<file path="src/rtl/multi_operand_summer_if.sv">
// Handshake bundle for multi_operand_summer: operand-set input channel and
// result output channel. The producer/consumer side uses master, the summer uses slave.
interface multi_operand_summer_if #(
    parameter int NUM_IN    = 16,
    parameter int IN_WIDTH  = 8,
    parameter int OUT_WIDTH = 32
);
    logic                         in_valid;
    logic                         in_ready;
    logic [NUM_IN*IN_WIDTH-1:0]   in_data;
    logic [NUM_IN-1:0]            in_mask;
    logic                         out_valid;
    logic                         out_ready;
    logic [OUT_WIDTH-1:0]         out_sum;
    logic                         out_ovf;

    modport master (
        output in_valid, in_data, in_mask, out_ready,
        input  in_ready, out_valid, out_sum, out_ovf
    );

    modport slave (
        input  in_valid, in_data, in_mask, out_ready,
        output in_ready, out_valid, out_sum, out_ovf
    );
endinterface

</file>
<file path="src/rtl/multi_operand_summer.sv">
// Time-multiplexed multi-operand adder: captures NUM_IN operands in one transfer
// and reduces them LANES per cycle into a non-overflowing accumulator.
module multi_operand_summer #(
    parameter int NUM_IN    = 16,
    parameter int IN_WIDTH  = 8,
    parameter int OUT_WIDTH = 32,
    parameter int LANES     = 4,
    parameter int SIGNED    = 0
) (
    input  logic                 i_clk,
    input  logic                 i_rst,
    multi_operand_summer_if.slave io_bus,
    output logic                 o_busy
);
    localparam int G      = (NUM_IN + LANES - 1) / LANES;
    localparam int NEED_W = IN_WIDTH + $clog2(NUM_IN) + 1;
    localparam int ACC_W  = (OUT_WIDTH > NEED_W) ? OUT_WIDTH : NEED_W;
    localparam int CNT_W  = (G > 1) ? $clog2(G) : 1;
    localparam int TOT_W  = G * LANES * IN_WIDTH;
    localparam int IDX_W  = $clog2(TOT_W) + 1;

    typedef enum logic [1:0] {IDLE, ACCUM, DONE} state_t;

    state_t               r_state;
    logic [TOT_W-1:0]     r_ops;
    logic [ACC_W-1:0]     r_acc;
    logic [CNT_W-1:0]     r_cnt;
    logic                 r_in_ready;
    logic                 r_out_valid;
    logic [OUT_WIDTH-1:0] r_sum;
    logic                 r_ovf;
    logic                 r_busy;

    logic [NUM_IN*IN_WIDTH-1:0] w_masked;
    logic [IDX_W-1:0]           w_base;
    logic [ACC_W-1:0]           w_ext [LANES];
    logic [ACC_W-1:0]           w_group;
    logic [ACC_W-1:0]           w_acc_next;
    logic                       w_ovf;

    // Masking is applied at capture so the padded tail and masked operands are both plain zeros.
    for (genvar gi = 0; gi < NUM_IN; gi++) begin : g_mask
        assign w_masked[gi*IN_WIDTH +: IN_WIDTH] =
            io_bus.in_mask[gi] ? io_bus.in_data[gi*IN_WIDTH +: IN_WIDTH] : '0;
    end

    assign w_base = IDX_W'(r_cnt) * IDX_W'(LANES * IN_WIDTH);

    for (genvar gi = 0; gi < LANES; gi++) begin : g_lane
        logic [IN_WIDTH-1:0] w_op;
        assign w_op = r_ops[w_base + IDX_W'(gi * IN_WIDTH) +: IN_WIDTH];
        if (SIGNED != 0) begin : g_sext
            assign w_ext[gi] = {{(ACC_W-IN_WIDTH){w_op[IN_WIDTH-1]}}, w_op};
        end else begin : g_zext
            assign w_ext[gi] = {{(ACC_W-IN_WIDTH){1'b0}}, w_op};
        end
    end

    always_comb begin
        w_group = '0;
        for (int i = 0; i < LANES; i++) begin
            w_group = w_group + w_ext[i];
        end
    end

    assign w_acc_next = r_acc + w_group;

    if (ACC_W == OUT_WIDTH) begin : g_no_ovf
        assign w_ovf = 1'b0;
    end else if (SIGNED != 0) begin : g_ovf_s
        assign w_ovf = ~((&w_acc_next[ACC_W-1:OUT_WIDTH-1]) | ~(|w_acc_next[ACC_W-1:OUT_WIDTH-1]));
    end else begin : g_ovf_u
        assign w_ovf = |w_acc_next[ACC_W-1:OUT_WIDTH];
    end

    always_ff @(posedge i_clk) begin
        if (i_rst) begin
            r_state     <= IDLE;
            r_ops       <= '0;
            r_acc       <= '0;
            r_cnt       <= '0;
            r_in_ready  <= 1'b1;
            r_out_valid <= 1'b0;
            r_sum       <= '0;
            r_ovf       <= 1'b0;
            r_busy      <= 1'b0;
        end else begin
            case (r_state)
                IDLE: begin
                    if (io_bus.in_valid) begin
                        r_ops      <= TOT_W'(w_masked);
                        r_acc      <= '0;
                        r_cnt      <= '0;
                        r_in_ready <= 1'b0;
                        r_busy     <= 1'b1;
                        r_state    <= ACCUM;
                    end
                end
                ACCUM: begin
                    r_acc <= w_acc_next;
                    r_cnt <= r_cnt + 1'b1;
                    if (r_cnt == CNT_W'(G - 1)) begin
                        r_sum       <= w_acc_next[OUT_WIDTH-1:0];
                        r_ovf       <= w_ovf;
                        r_out_valid <= 1'b1;
                        r_state     <= DONE;
                    end
                end
                DONE: begin
                    if (io_bus.out_ready) begin
                        r_out_valid <= 1'b0;
                        r_in_ready  <= 1'b1;
                        r_busy      <= 1'b0;
                        r_state     <= IDLE;
                    end
                end
                default: r_state <= IDLE;
            endcase
        end
    end

    assign io_bus.in_ready  = r_in_ready;
    assign io_bus.out_valid = r_out_valid;
    assign io_bus.out_sum   = r_sum;
    assign io_bus.out_ovf   = r_ovf;
    assign o_busy           = r_busy;
endmodule
</file>
<file path="src/flat_wrapper.sv">
// flat-port wrapper written by rule: the top's interface ports become plain ports
module multi_operand_summer_flat 
#(
    parameter int NUM_IN    = 16,
    parameter int IN_WIDTH  = 8,
    parameter int OUT_WIDTH = 32,
    parameter int LANES     = 4,
    parameter int SIGNED    = 0
)
  (i_clk, i_rst, o_busy, io_bus_in_valid, io_bus_in_data, io_bus_in_mask, io_bus_out_ready, io_bus_in_ready, io_bus_out_valid, io_bus_out_sum, io_bus_out_ovf);
  multi_operand_summer_if #(.NUM_IN(NUM_IN), .IN_WIDTH(IN_WIDTH), .OUT_WIDTH(OUT_WIDTH)) io_bus_i ();
  input  logic i_clk;
  input  logic i_rst;
  output logic o_busy;
  input wire logic [$bits(io_bus_i.in_valid)-1:0] io_bus_in_valid;
  input wire logic [$bits(io_bus_i.in_data)-1:0] io_bus_in_data;
  input wire logic [$bits(io_bus_i.in_mask)-1:0] io_bus_in_mask;
  input wire logic [$bits(io_bus_i.out_ready)-1:0] io_bus_out_ready;
  output wire logic [$bits(io_bus_i.in_ready)-1:0] io_bus_in_ready;
  output wire logic [$bits(io_bus_i.out_valid)-1:0] io_bus_out_valid;
  output wire logic [$bits(io_bus_i.out_sum)-1:0] io_bus_out_sum;
  output wire logic [$bits(io_bus_i.out_ovf)-1:0] io_bus_out_ovf;
  assign io_bus_i.in_valid = io_bus_in_valid;
  assign io_bus_i.in_data = io_bus_in_data;
  assign io_bus_i.in_mask = io_bus_in_mask;
  assign io_bus_i.out_ready = io_bus_out_ready;
  assign io_bus_in_ready = io_bus_i.in_ready;
  assign io_bus_out_valid = io_bus_i.out_valid;
  assign io_bus_out_sum = io_bus_i.out_sum;
  assign io_bus_out_ovf = io_bus_i.out_ovf;
  multi_operand_summer #(.NUM_IN(NUM_IN), .IN_WIDTH(IN_WIDTH), .OUT_WIDTH(OUT_WIDTH), .LANES(LANES), .SIGNED(SIGNED)) u_core (.i_clk(i_clk), .i_rst(i_rst), .io_bus(io_bus_i), .o_busy(o_busy));
endmodule
</file>
<file path="config.mk">
export PLATFORM = sky130hd
export DESIGN_NAME = multi_operand_summer_flat
export DESIGN_NICKNAME = d
export VERILOG_FILES = /design/src/rtl/multi_operand_summer_if.sv /design/src/rtl/multi_operand_summer.sv /design/src/flat_wrapper.sv
export SDC_FILE = /design/constraint.sdc
export NUM_CORES = 1
export LEC_CHECK = 0
export ABC_AREA = 0
export ABC_CLOCK_PERIOD_IN_PS = 9200
export CAP_MARGIN = 20
export CORE_MARGIN = 2
export CORE_UTILIZATION = 28
export CTS_CLUSTER_DIAMETER = 150
export DETAILED_ROUTE_END_ITERATION = 6
export PLACE_DENSITY = 0.58
export SLEW_MARGIN = 40
export SYNTH_ARGS = -nofsm -noshare
export SYNTH_HDL_FRONTEND = slang
export SYNTH_SLANG_ARGS = --single-unit
</file>
<file path="constraint.sdc">
create_clock -name i_clk -period 9.2 [get_ports i_clk]
set_input_delay 1.84 -clock i_clk [delete_from_list [all_inputs] [get_ports i_clk]]
set_output_delay 1.84 -clock i_clk [all_outputs]
set_load 0.02 [all_outputs]
</file>
==> flow_metrics.py <==
metrics = {
    "drt": {
        "first_pass_iters": 5,
        "post_drt_wl_per_cell_um": 17.6,
        "postRouteAntennaNets": 0,
        "drcViolationCount": 0,
        "routed_wl_um": 24900,
        "drtIter0Drc": 401,
        "via_per_inst": 4.97,
        "vias": 7019,
    },
    "yosys": {
        "syn_nets": 1055,
        "post_synth_and_or_nand_nor_area_fraction": 0.0960,
        "synth_edf_count": 0,
        "yosysSeqAreaShare": 0.443,
        "synth_xor_area_frac": 0.0292,
        "yosysWarnings": 0,
        "synthAdderAreaFrac": 0.0698,
        "synth_common_cells": "199 x dfxtp_1, 130 x a22o_1, 49 x a21oi_1, 49 x nand2_1, 47 x clkbuf_1",
        "ys.flop_type": "dfxtp_1",
        "synthArstFlopShare": 0,
        "muxShareOfSynthArea": 0.0851,
        "synth.area.top_cells": "dfxtp_1 44%, a22o_1 13%, mux4_2 8.0%",
        "synth_cells": 867,
        "synth_compound_area_frac": 0.227,
        "yosys.area.top_type": "dfxtp_1",
        "synth_top_family_by_area": "compound AO/OA/AOI/OAI gates",
        "ys_seq_elements": 199,
        "ys_types": 54,
        "yosysMostFrequentCell": "dfxtp_1",
        "synth_area_mm2": 0.00900,
        "avgSynthCellArea_um2": 10.4,
        "yosysTopAreaCellShare": 0.443,
    },
    "layout": {
        "diodes": 0,
        "final_net_count": 1187,
        "drive_gt1_frac": 0.0841,
        "final_cells": 1413,
        "fillCellCount": 3120,
        "area_growth_pct": 29.8,
    },
    "sta": {
        "final-setup-viol-count": 0,
        "max_freq_mhz": 159,
        "fin_crit_sh": 0.682,
        "skew_ps": 22.4,
        "final.setup.tns_ps": 0,
        "slew_headroom": 0.489,
        "final_hold_viol_count": 0,
        "tightest_slew_ps": 767,
        "slew_violations": 0,
        "period_needed_ps": 6270,
        "holdWs_ps": 454,
        "grt_setup_unrepaired": "no",
    },
    "global_route": {
        "overflow": 0,
        "antenna_found_initial": 0,
        "first_global_vias": 7061,
        "grt_pass1_wl_um": 39700,
        "grt_usage": 0.151,
        "grt_max_degree": 100,
    },
    "critical_path": {
        "arrival_ps": 6650,
        "slowest_delay_ps": 590,
        "path_class": "reg -> reg",
        "critPathRequiredTime_ps": 9580,
        "path_max_fanout": 23,
        "crit_slowest_cell": "dfxtp_2",
        "end_kind": "flop",
        "startpoint_type": "flop",
        "path_cells": "buf_4 > mux4_2 > ha_1 > a21o_1 > a21oi_1 > o21ai_0 > o41ai_1 > xnor2_1 > fa_1 > inv_1 > fa_1 > inv_1 > ha_1 > nand4_1 > a31oi_1 > a31oi_1 > a211o_1 > or4_1 > nand3_1",
    },
    "min_path": {
        "hold_path_class": "reg -> reg",
    },
    "clock_tree": {
        "cts_sinks": 199,
        "cts_buffer_depth": 2,
        "insertion_delay_ps": 440,
        "cts_tree": "done",
        "cts-root-buf": "clkbuf_16",
        "hold_buffers": 0,
        "numCtsBuffers": 17,
        "post_cts_buffers": 0,
        "clk_pin_slew_ps": 80,
        "cts_resized": 0,
        "cts_htree_levels": 4,
    },
    "job": {
        "maxCapViolCount": 0,
    },
    "power": {
        "powerDensity_mw_per_mm2": 163,
        "power_leakage_uw": 0.00439,
        "irDropWorstVdd_v": 0.000119,
        "power_uw": 1900,
    },
    "floorplanning": {
        "die_h_um": 183,
        "coreArea_mm2": 0.0316,
        "die_w_um": 183,
        "fp-row-count": 65,
        "ios": 184,
        "start_util": 0.284,
        "dieArea_mm2": 0.0336,
    },
    "status": {
        "status": "finished, final reports clean",
    },
    "place": {
        "portBuffers": 182,
        "place_hpwl_um": 18600,
        "dp_cells": 1382,
        "gp_congestion": 0.796,
    },
}
-- worst paths after layout --
path                             from                       end  slack (ps)  cells past startpoint
min          u_core.io_bus.out_sum[1]  u_core.io_bus.out_sum[1]         450                      2
max                   u_core.r_cnt[0]          u_core.r_acc[31]        2930                     19
min reg2reg  u_core.io_bus.out_sum[1]  u_core.io_bus.out_sum[1]         450                      2
max reg2reg           u_core.r_cnt[0]          u_core.r_acc[31]        2930                     19
-- through the flow --
stage | worst slack (ps) | instance area, um2 | util
final | 2930 | 11700 | 0.369
after global placement | 3030 | 11100 | 0.349
after floorplan | 3480 | 9000 | -
after global routing | 2420 | 11700 | 0.369
after detailed placement | 2940 | 11100 | 0.350
after CTS | 2910 | 11700 | 0.369
-- layout make-up --
type                    count  area (um2)  share of cell area
repair buffers            188        1870               0.160
well taps                 402         503              0.0431
flip-flops and latches    199        3990               0.341
inverters                  32         120              0.0103
clock inverters            14         185              0.0159
clock buffers              17         425              0.0364
multi-input cells         561        4590               0.393
-- worst max-delay path: cells and delay by family, from the launching register on --
kind | cells | cell delay, ps
adders and majority gates | 4 | 1770
xor gates and xnor gates | 1 | 150
AOI/OAI and AO/OA | 7 | 1720
DFF | 1 | 590
and+or+nand+nor | 3 | 800
buffers and inverters | 3 | 570
muxes | 1 | 590
-- kinds of logic after synthesis --
family	after synthesis
other	1
and+or+nand+nor	176
adders and majority gates	40
xor gates and xnor gates	30
buffers and inverters	107
AOI/OAI and AO/OA	278
muxes	36
DFF	199
-- per-layer routing --
metal / global-route usage / share of wire / wire length, um / vias to the layer above
met3: 0.0361 / 0.056 / 1390 / 13
met4: 0.0301 / 0.0094 / 233 / 0
li1: - / - / - / 3473
met1: 0.209 / 0.48 / 12100 / 3321
met2: 0.239 / 0.45 / 11200 / 212
met5: 0 / 0 / 0 / -
-- placed cells by master, fill, tap and decap left out, types with 8 or more instances in the layout --
| cell | count |
|---|---|
| fa_1 | 17 |
| nand2_1 | 49 |
| nor2_1 | 38 |
| xnor2_1 | 20 |
| a22o_1 | 130 |
| nand4_1 | 10 |
| inv_1 | 31 |
| mux4_2 | 32 |
| clkbuf_16 | 17 |
| clkdlybuf4s50_1 | 182 |
| ha_1 | 23 |
| and2_1 | 21 |
| o21ai_0 | 38 |
| nor3_1 | 10 |
| a21oi_1 | 49 |
| dfxtp_1 | 198 |
| a31oi_1 | 19 |
| clkinv_8 | 8 |
| nand3_1 | 15 |
| xor2_1 | 10 |
-- sequential cells by signal, indices dropped and copies added (netlist names) --
signal and flops:
u_core.r_cnt 2, u_core.io_bus.out_valid 1, u_core.r_ops 128, u_core.r_acc 32, u_core.io_bus.out_sum 32, u_core.io_bus.in_ready 1
u_core.o_busy 1, u_core.r_state 2
-- power by group --
group / leakage (uW) / internal, uW / switching (uW)
combinational: 0.00248 / 125 / 118
sequential: 0.00162 / 888 / 17.4
clock: 0.000292 / 368 / 385
total: 0.00439 / 1380 / 521
Power figures use the tool's default switching activity.
